$ cat src/rtl/cpuc_cmp_reduce_if.sv
// ---------------------------------------------------------------------------
// cpuc_cmp_reduce_if
// Stream bundle for the max/min frame reducer: an input beat stream
// (valid/ready/data/last plus the per-frame mode bit) and a result stream
// (valid/ready plus the extreme value, its index, the frame length and the
// overflow flag).
//   master : producer of beats and consumer of results (the CPUC side)
//   slave  : the reducer itself
// Parameters
//   DATA_WIDTH : word width
//   IDX_W      : index width, must equal $clog2(MAX_LEN) of the reducer
// ---------------------------------------------------------------------------
interface cpuc_cmp_reduce_if #(
    parameter int DATA_WIDTH = 32,
    parameter int IDX_W      = 8
);
    logic                  mode_min;
    logic                  in_valid;
    logic                  in_ready;
    logic [DATA_WIDTH-1:0] in_data;
    logic                  in_last;
    logic                  out_valid;
    logic                  out_ready;
    logic [DATA_WIDTH-1:0] out_data;
    logic [IDX_W-1:0]      out_idx;
    logic [IDX_W:0]        out_count;
    logic                  out_ovf;

    modport master (
        output mode_min, in_valid, in_data, in_last, out_ready,
        input  in_ready, out_valid, out_data, out_idx, out_count, out_ovf
    );

    modport slave (
        input  mode_min, in_valid, in_data, in_last, out_ready,
        output in_ready, out_valid, out_data, out_idx, out_count, out_ovf
    );
endinterface

$ cat src/rtl/cpuc_cmp_reduce.sv
// ---------------------------------------------------------------------------
// cpuc_cmp_reduce
// Streaming max/min reducer. Consumes a frame of words over a valid/ready
// stream and returns the extreme value of the frame, its 0-based position
// and the (saturating) frame length, with an overflow flag for frames longer
// than MAX_LEN beats. One beat per cycle, no bubble between frames while the
// result consumer is ready.
// Ports
//   clk   : clock, rising edge
//   rst_n : asynchronous active-low reset
//   bus   : cpuc_cmp_reduce_if.slave
//           in : mode_min, in_valid, in_data, in_last, out_ready
//           out: in_ready, out_valid, out_data, out_idx, out_count, out_ovf
// Parameters
//   DATA_WIDTH : word width
//   SIGNED_CMP : 1 two's-complement compare, 0 unsigned compare
//   MAX_LEN    : saturation length of the frame counter (>= 2)
// Configuration macro
//   CPUC_CMP_IDX_EN : when defined the winner-index register is built and
//                     out_idx reports the winner position; otherwise out_idx
//                     is tied to zero.
// ---------------------------------------------------------------------------
module cpuc_cmp_reduce #(
    parameter int DATA_WIDTH = 32,
    parameter int SIGNED_CMP = 1,
    parameter int MAX_LEN    = 256
) (
    input  logic               clk,
    input  logic               rst_n,
    cpuc_cmp_reduce_if.slave   bus
);
    localparam int IDX_W = $clog2(MAX_LEN);
    localparam int CW    = IDX_W + 1;
    localparam logic [CW-1:0] MAX_CNT = CW'(MAX_LEN);

    typedef enum logic [1:0] {
        ST_IDLE = 2'd0,
        ST_ACC  = 2'd1,
        ST_HOLD = 2'd2
    } state_t;

    state_t                state_r;
    state_t                state_next_s;

    // Accumulator doubles as the result register: it is only exposed as a
    // valid result in HOLD, where it cannot change until the result is taken.
    logic [DATA_WIDTH-1:0] acc_r;
    logic [CW-1:0]         count_r;
    logic                  ovf_r;
    logic                  mode_r;

    logic                  in_ready_s;
    logic                  out_valid_s;
    logic                  accept_s;
    logic                  start_s;
    logic                  gt_s;
    logic                  lt_s;
    logic                  replace_s;
    logic                  cnt_full_s;

    assign accept_s   = bus.in_valid & in_ready_s;
    // In HOLD in_ready mirrors out_ready, so any beat accepted outside ACC
    // also implies the pending result was taken: it always opens a new frame.
    assign start_s    = accept_s & (state_r != ST_ACC);
    assign cnt_full_s = (count_r == MAX_CNT);
    assign replace_s  = mode_r ? lt_s : gt_s;

    // Magnitude compare of the incoming beat against the running extreme.
    always_comb begin
        gt_s = 1'b0;
        lt_s = 1'b0;
        if (SIGNED_CMP != 0) begin
            gt_s = ($signed(bus.in_data) > $signed(acc_r));
            lt_s = ($signed(bus.in_data) < $signed(acc_r));
        end else begin
            gt_s = (bus.in_data > acc_r);
            lt_s = (bus.in_data < acc_r);
        end
    end

    // FSM state register.
    always_ff @(posedge clk or negedge rst_n) begin
        if (!rst_n) begin
            state_r <= ST_IDLE;
        end else begin
            state_r <= state_next_s;
        end
    end

    // FSM next-state logic.
    always_comb begin
        state_next_s = state_r;
        case (state_r)
            ST_IDLE: begin
                if (accept_s) begin
                    state_next_s = bus.in_last ? ST_HOLD : ST_ACC;
                end else begin
                    state_next_s = ST_IDLE;
                end
            end
            ST_ACC: begin
                if (accept_s && bus.in_last) begin
                    state_next_s = ST_HOLD;
                end else begin
                    state_next_s = ST_ACC;
                end
            end
            ST_HOLD: begin
                if (out_valid_s && bus.out_ready) begin
                    if (accept_s) begin
                        state_next_s = bus.in_last ? ST_HOLD : ST_ACC;
                    end else begin
                        state_next_s = ST_IDLE;
                    end
                end else begin
                    state_next_s = ST_HOLD;
                end
            end
            default: begin
                state_next_s = ST_IDLE;
            end
        endcase
    end

    // FSM outputs: handshake signals decoded from the state register.
    always_comb begin
        in_ready_s  = 1'b0;
        out_valid_s = 1'b0;
        case (state_r)
            ST_IDLE: begin
                in_ready_s  = 1'b1;
                out_valid_s = 1'b0;
            end
            ST_ACC: begin
                in_ready_s  = 1'b1;
                out_valid_s = 1'b0;
            end
            ST_HOLD: begin
                in_ready_s  = bus.out_ready;
                out_valid_s = 1'b1;
            end
            default: begin
                in_ready_s  = 1'b0;
                out_valid_s = 1'b0;
            end
        endcase
    end

    // Running extreme, saturating length, sticky overflow and latched mode.
    always_ff @(posedge clk or negedge rst_n) begin
        if (!rst_n) begin
            acc_r   <= {DATA_WIDTH{1'b0}};
            count_r <= {CW{1'b0}};
            ovf_r   <= 1'b0;
            mode_r  <= 1'b0;
        end else if (start_s) begin
            acc_r   <= bus.in_data;
            count_r <= CW'(1);
            ovf_r   <= 1'b0;
            mode_r  <= bus.mode_min;
        end else if (accept_s) begin
            if (replace_s) begin
                acc_r <= bus.in_data;
            end
            if (!cnt_full_s) begin
                count_r <= count_r + CW'(1);
            end
            // A beat arriving with the counter already at MAX_LEN is one too many.
            ovf_r <= ovf_r | cnt_full_s;
        end
    end

`ifdef CPUC_CMP_IDX_EN
    localparam logic [IDX_W-1:0] IDX_LAST = IDX_W'(MAX_LEN - 1);

    logic [IDX_W-1:0] idx_r;

    // Winner position: the beat position equals the pre-increment count, and
    // freezes at MAX_LEN-1 once the frame has overflowed.
    always_ff @(posedge clk or negedge rst_n) begin
        if (!rst_n) begin
            idx_r <= {IDX_W{1'b0}};
        end else if (start_s) begin
            idx_r <= {IDX_W{1'b0}};
        end else if (accept_s && replace_s) begin
            idx_r <= cnt_full_s ? IDX_LAST : count_r[IDX_W-1:0];
        end
    end

    assign bus.out_idx = idx_r;
`else
    assign bus.out_idx = {IDX_W{1'b0}};
`endif

    assign bus.in_ready  = in_ready_s;
    assign bus.out_valid = out_valid_s;
    assign bus.out_data  = acc_r;
    assign bus.out_count = count_r;
    assign bus.out_ovf   = ovf_r;

endmodule

$ cat src/flat_wrapper.sv
// flat-port wrapper written by rule: the top's interface ports become plain ports
module cpuc_cmp_reduce_flat 
#(
    parameter int DATA_WIDTH = 32,
    parameter int SIGNED_CMP = 1,
    parameter int MAX_LEN    = 256
)
  (clk, rst_n, bus_mode_min, bus_in_valid, bus_in_data, bus_in_last, bus_out_ready, bus_in_ready, bus_out_valid, bus_out_data, bus_out_idx, bus_out_count, bus_out_ovf);
  cpuc_cmp_reduce_if #(.DATA_WIDTH(DATA_WIDTH), .IDX_W(8)) bus_i ();
  input  logic clk;
  input  logic rst_n;
  input wire logic [$bits(bus_i.mode_min)-1:0] bus_mode_min;
  input wire logic [$bits(bus_i.in_valid)-1:0] bus_in_valid;
  input wire logic [$bits(bus_i.in_data)-1:0] bus_in_data;
  input wire logic [$bits(bus_i.in_last)-1:0] bus_in_last;
  input wire logic [$bits(bus_i.out_ready)-1:0] bus_out_ready;
  output wire logic [$bits(bus_i.in_ready)-1:0] bus_in_ready;
  output wire logic [$bits(bus_i.out_valid)-1:0] bus_out_valid;
  output wire logic [$bits(bus_i.out_data)-1:0] bus_out_data;
  output wire logic [$bits(bus_i.out_idx)-1:0] bus_out_idx;
  output wire logic [$bits(bus_i.out_count)-1:0] bus_out_count;
  output wire logic [$bits(bus_i.out_ovf)-1:0] bus_out_ovf;
  assign bus_i.mode_min = bus_mode_min;
  assign bus_i.in_valid = bus_in_valid;
  assign bus_i.in_data = bus_in_data;
  assign bus_i.in_last = bus_in_last;
  assign bus_i.out_ready = bus_out_ready;
  assign bus_in_ready = bus_i.in_ready;
  assign bus_out_valid = bus_i.out_valid;
  assign bus_out_data = bus_i.out_data;
  assign bus_out_idx = bus_i.out_idx;
  assign bus_out_count = bus_i.out_count;
  assign bus_out_ovf = bus_i.out_ovf;
  cpuc_cmp_reduce #(.DATA_WIDTH(DATA_WIDTH), .SIGNED_CMP(SIGNED_CMP), .MAX_LEN(MAX_LEN)) u_core (.clk(clk), .rst_n(rst_n), .bus(bus_i));
endmodule
$ cat config.mk
export PLATFORM = sky130hd
export DESIGN_NAME = cpuc_cmp_reduce_flat
export DESIGN_NICKNAME = d
export VERILOG_FILES = /design/src/rtl/cpuc_cmp_reduce_if.sv /design/src/rtl/cpuc_cmp_reduce.sv /design/src/flat_wrapper.sv
export SDC_FILE = /design/constraint.sdc
export NUM_CORES = 1
export LEC_CHECK = 0
export ABC_AREA = 1
export CAP_MARGIN = 20
export CORE_UTILIZATION = 24
export CTS_CLUSTER_DIAMETER = 30
export DETAILED_ROUTE_END_ITERATION = 8
export GPL_TIMING_DRIVEN = 0
export PLACE_DENSITY_LB_ADDON = 0.08
export SYNTH_ARGS = -nofsm -noshare
export SYNTH_HDL_FRONTEND = slang
export SYNTH_SLANG_ARGS = --single-unit
$ cat constraint.sdc
create_clock -name clk -period 3.05 [get_ports clk]
set_input_delay 0.305 -clock clk [delete_from_list [all_inputs] [get_ports clk]]
set_output_delay 0.305 -clock clk [all_outputs]
set_load 0.01 [all_outputs]
==> summary.md <==
| Metric | Value |
|---|---|
| Run status | `completed` |
| Cell Count, Final, Fillers Out | `628` |
| Worst-margin pin slew | `0.608 ns` |
| Setup crit end kind | `flop` |
| Final setup viols | `0` |
| Deepest clock path buffer count | `2` |
| Detailed Place HPWL | `5700 um` |
| CP Buf/Inv Count | `2` |
| Tmin final | `2.28 ns` |
| DR pass1 iterations | `4` |
| RePlAce Congestion | `0.763` |
| Max incr delay on CP | `0.44 ns` |
| Clock root cell | `clkbuf_16` |
| Vias in the first global route | `2591` |
| Final slew viol count | `0` |
| Synth warnings | `0` |
| Cell variety after synth | `30` |
| P per Cell Area | `904 mW/mm2` |
| Top-count cell post-synth | `nand2_1` |
| Type of the most critical hold path | `input pin to asynchronous set/reset pin` |
| Drt initial violations | `105` |
| Synth Instances | `384` |
| Final WL | `7520 um` |
| Share of cells above drive strength 1 | `8.11%` |
| CP Launch Type | `input pin` |
| Initial antenna violation count | `0` |
| Syn_area_per_cell | `7.66 um2` |
| Clock Skews | `0.00785 ns` |
| RSZ-0062 raised after global routing | `false` |
| Critical Path AT | `2.51 ns` |
| IO Port Bufs | `81` |
| Cells after DPL | `620` |
| Vias | `2645` |
| Vias/cell | `4.21` |
| Synthesized flop and latch total | `45` |
| Post-route cell area | `0.00416 mm2` |
| Final Hold Fails | `0` |
| # nets final | `552` |
| Fill count | `1276` |
| Cell mode on critical path | `nand2_1` |
| Ys async rst share | `100%` |
| Storage cell area | `0.00113 mm2` |
| Die W | `113 um` |
| VDD IR max | `0.354 mV` |
| GR Overflow Total | `0` |
| DR DRC count | `0` |
| First-pass GRT wire length | `12700 um` |
| Slew HR | `59.5%` |
| Pre-CTS setup slack | `0.459 ns` |
| H-tree level count | `2` |
| List of most frequent post-synthesis cells | `117 x nand2_1, 54 x inv_1, 45 x dfrtp_1` |
| Slowest CP cell | `clkdlybuf4s50_1` |
| All-Layer GR Usage | `12.6%` |
| Top-area cell type share of the netlist area | `38.3%` |
| Placed inst area | `0.00398 mm2` |
| Die area | `0.0127 mm2` |
| CP Max Fanout | `10` |
| Crit path max-delay family | `simple AND/OR/NAND/NOR gates` |
| Cell accounting for the most synthesized area | `dfrtp_1` |
| Setup Buffers After CTS | `0` |
| Lkg Pwr | `2.08 nW` |
| Multi-input logic area | `0.00150 mm2` |
| Synth top area cells | `dfrtp_1 38%, nand2_1 15%, ha_1 14%, nand3_1 7.0%, inv_1 6.9%` |
| Seq/Total Area, Yosys | `38.3%` |
| Area growth syn-to-layout | `41.2%` |
| Total clock sinks | `45` |
| Worst EP required | `3.28 ns` |
| Antenna viol nets, final | `0` |
| Setup TNS | `0 ns` |
| Critical path cell sequence | `clkdlybuf4s50_1 -> ha_1 -> nand2_1 -> nor2_2 -> nand2_1 -> nor2_2 -> nand2_1 -> nand3_1 -> nand3_2 -> nand3_4 -> buf_2 -> nand3_1 -> nand2_1` |
| Clock latency on the worst-skew pair | `0.29 ns` |
| Post-cts sizing count | `0` |
| F_max | `439 MHz` |
| Max Cap Viol | `0` |
| Die H | `113 um` |
| Hold_buf cts | `0` |
| Antenna Diode Count | `0` |
| Cts bufs inserted | `5` |
| Clk pin slew, worst setup/hold paths | `0.07 ns` |
| Mapped Area | `0.00294 mm2` |
| Row count | `40` |
| CTS tree | `yes` |
| Core Region | `0.0120 mm2` |
| Largest net degree at the start of global routing | `24` |
| I/O pins | `90` |
| Initial Utilization | `24.6%` |
| Tcrit/Tclk final | `74.8%` |
| Synth Flop Type | `dfrtp_1` |
| Number of flops mapped to enable cells by yosys | `0` |
| Setup ws final | `0.770 ns` |
| Crit path kind | `input pin to flop` |
| Routed len/inst | `12.0 um` |
## cells in the final DEF, fill, tap and decap left out, drive strengths merged, types with 2 or more instances in the layout
| cell type | count |
|---|---|
| nand2 | 120 |
| clkdlybuf4s50 | 80 |
| inv | 56 |
| dfrtp | 45 |
| nand3 | 44 |
| ha | 34 |
| nor2 | 19 |
| a21oi | 19 |
| buf | 17 |
| o21ai | 11 |
| conb | 8 |
| clkbuf | 8 |
| nor3 | 7 |
| o21a | 3 |
| nand4 | 3 |
| clkinv | 2 |
## logic make-up (layout without fill, tap and decap cells)
group | count (synthesis) | count (layout) | synth area share [%]
buffers and inverters | 75 | 165 | 11.5
AO/OA/AOI/OAI | 34 | 34 | 6.38
XOR/XNOR | 1 | 1 | 0.298
AND/OR/NAND/NOR | 194 | 194 | 29.0
other | 1 | 8 | 0.127
adder cells (fa/ha/maj) | 34 | 34 | 14.5
flip-flops | 45 | 45 | 38.3
## routing by layer
layer  up-vias  part of all wire, %  GRT usage [%]
li1       1396                    -              -
met1      1180                   50           17.6
met2        63                   45           19.8
met3         6                  4.8           2.73
met4         0                 0.84           3.47
met5         -                    0              0
## metrics by stage
step | hold slack [ns] | total power [mW] | utilization [%]
after floorplan | 0.00941 | 2.26 | -
after global placement | 0.473 | 3.14 | 33.1
after detailed placement | 0.364 | 3.15 | 33.3
after CTS | 0.0518 | 3.84 | 34.7
after global routing | 0.0780 | 4.15 | 34.7
final | 0.0249 | 3.76 | 34.7
## state kept, by name, indices dropped and copies added (netlist names)
register              flops
u_core.bus.out_ovf        1
u_core.state_r            2
u_core.bus.out_data      32
u_core.bus.out_count      9
u_core.mode_r             1
## path summary, 6_finish.rpt
check / from / endpoint / slack [ns] / cells past startpoint
max: bus_in_data[31] / u_core.bus.out_data[2]$_DFFE_PN0P_ / 0.77 / 13
min: rst_n / u_core.bus.out_data[21]$_DFFE_PN0P_ / 0.02 / 1
max reg2reg: u_core.bus.out_data[31]$_DFFE_PN0P_ / u_core.bus.out_data[2]$_DFFE_PN0P_ / 0.80 / 13
min reg2reg: u_core.bus.out_ovf$_DFFE_PN0P_ / u_core.bus.out_ovf$_DFFE_PN0P_ / 0.50 / 2
max in group asynchronous: rst_n / u_core.bus.out_data[30]$_DFFE_PN0P_ / 2.48 / 2
min in group clk: u_core.bus.out_ovf$_DFFE_PN0P_ / u_core.bus.out_ovf$_DFFE_PN0P_ / 0.50 / 2
## worst reg2reg max path: cells and delay by family (launching register included)
family        cells  cell delay, ns
buf+inv           2            0.31
fa+ha+maj         1            0.37
flops             1            0.39
simple gates     10            1.14
## cell type report
class,instances,area share [%]
tap,147,4.43
buffer,17,2.89
multi-input combinational,271,36.2
clock buffer,6,3.34
sequential,45,27.1
clock inverter,2,0.903
timing repair buffer,82,19.9
inverter,58,5.27
## power by group
group | internal, mW | switching (mW)
logic | 0.951 | 1.09
registers | 0.851 | 0.206
clock network | 0.410 | 0.247
Note: power is estimated with default switching activity, not from simulation.
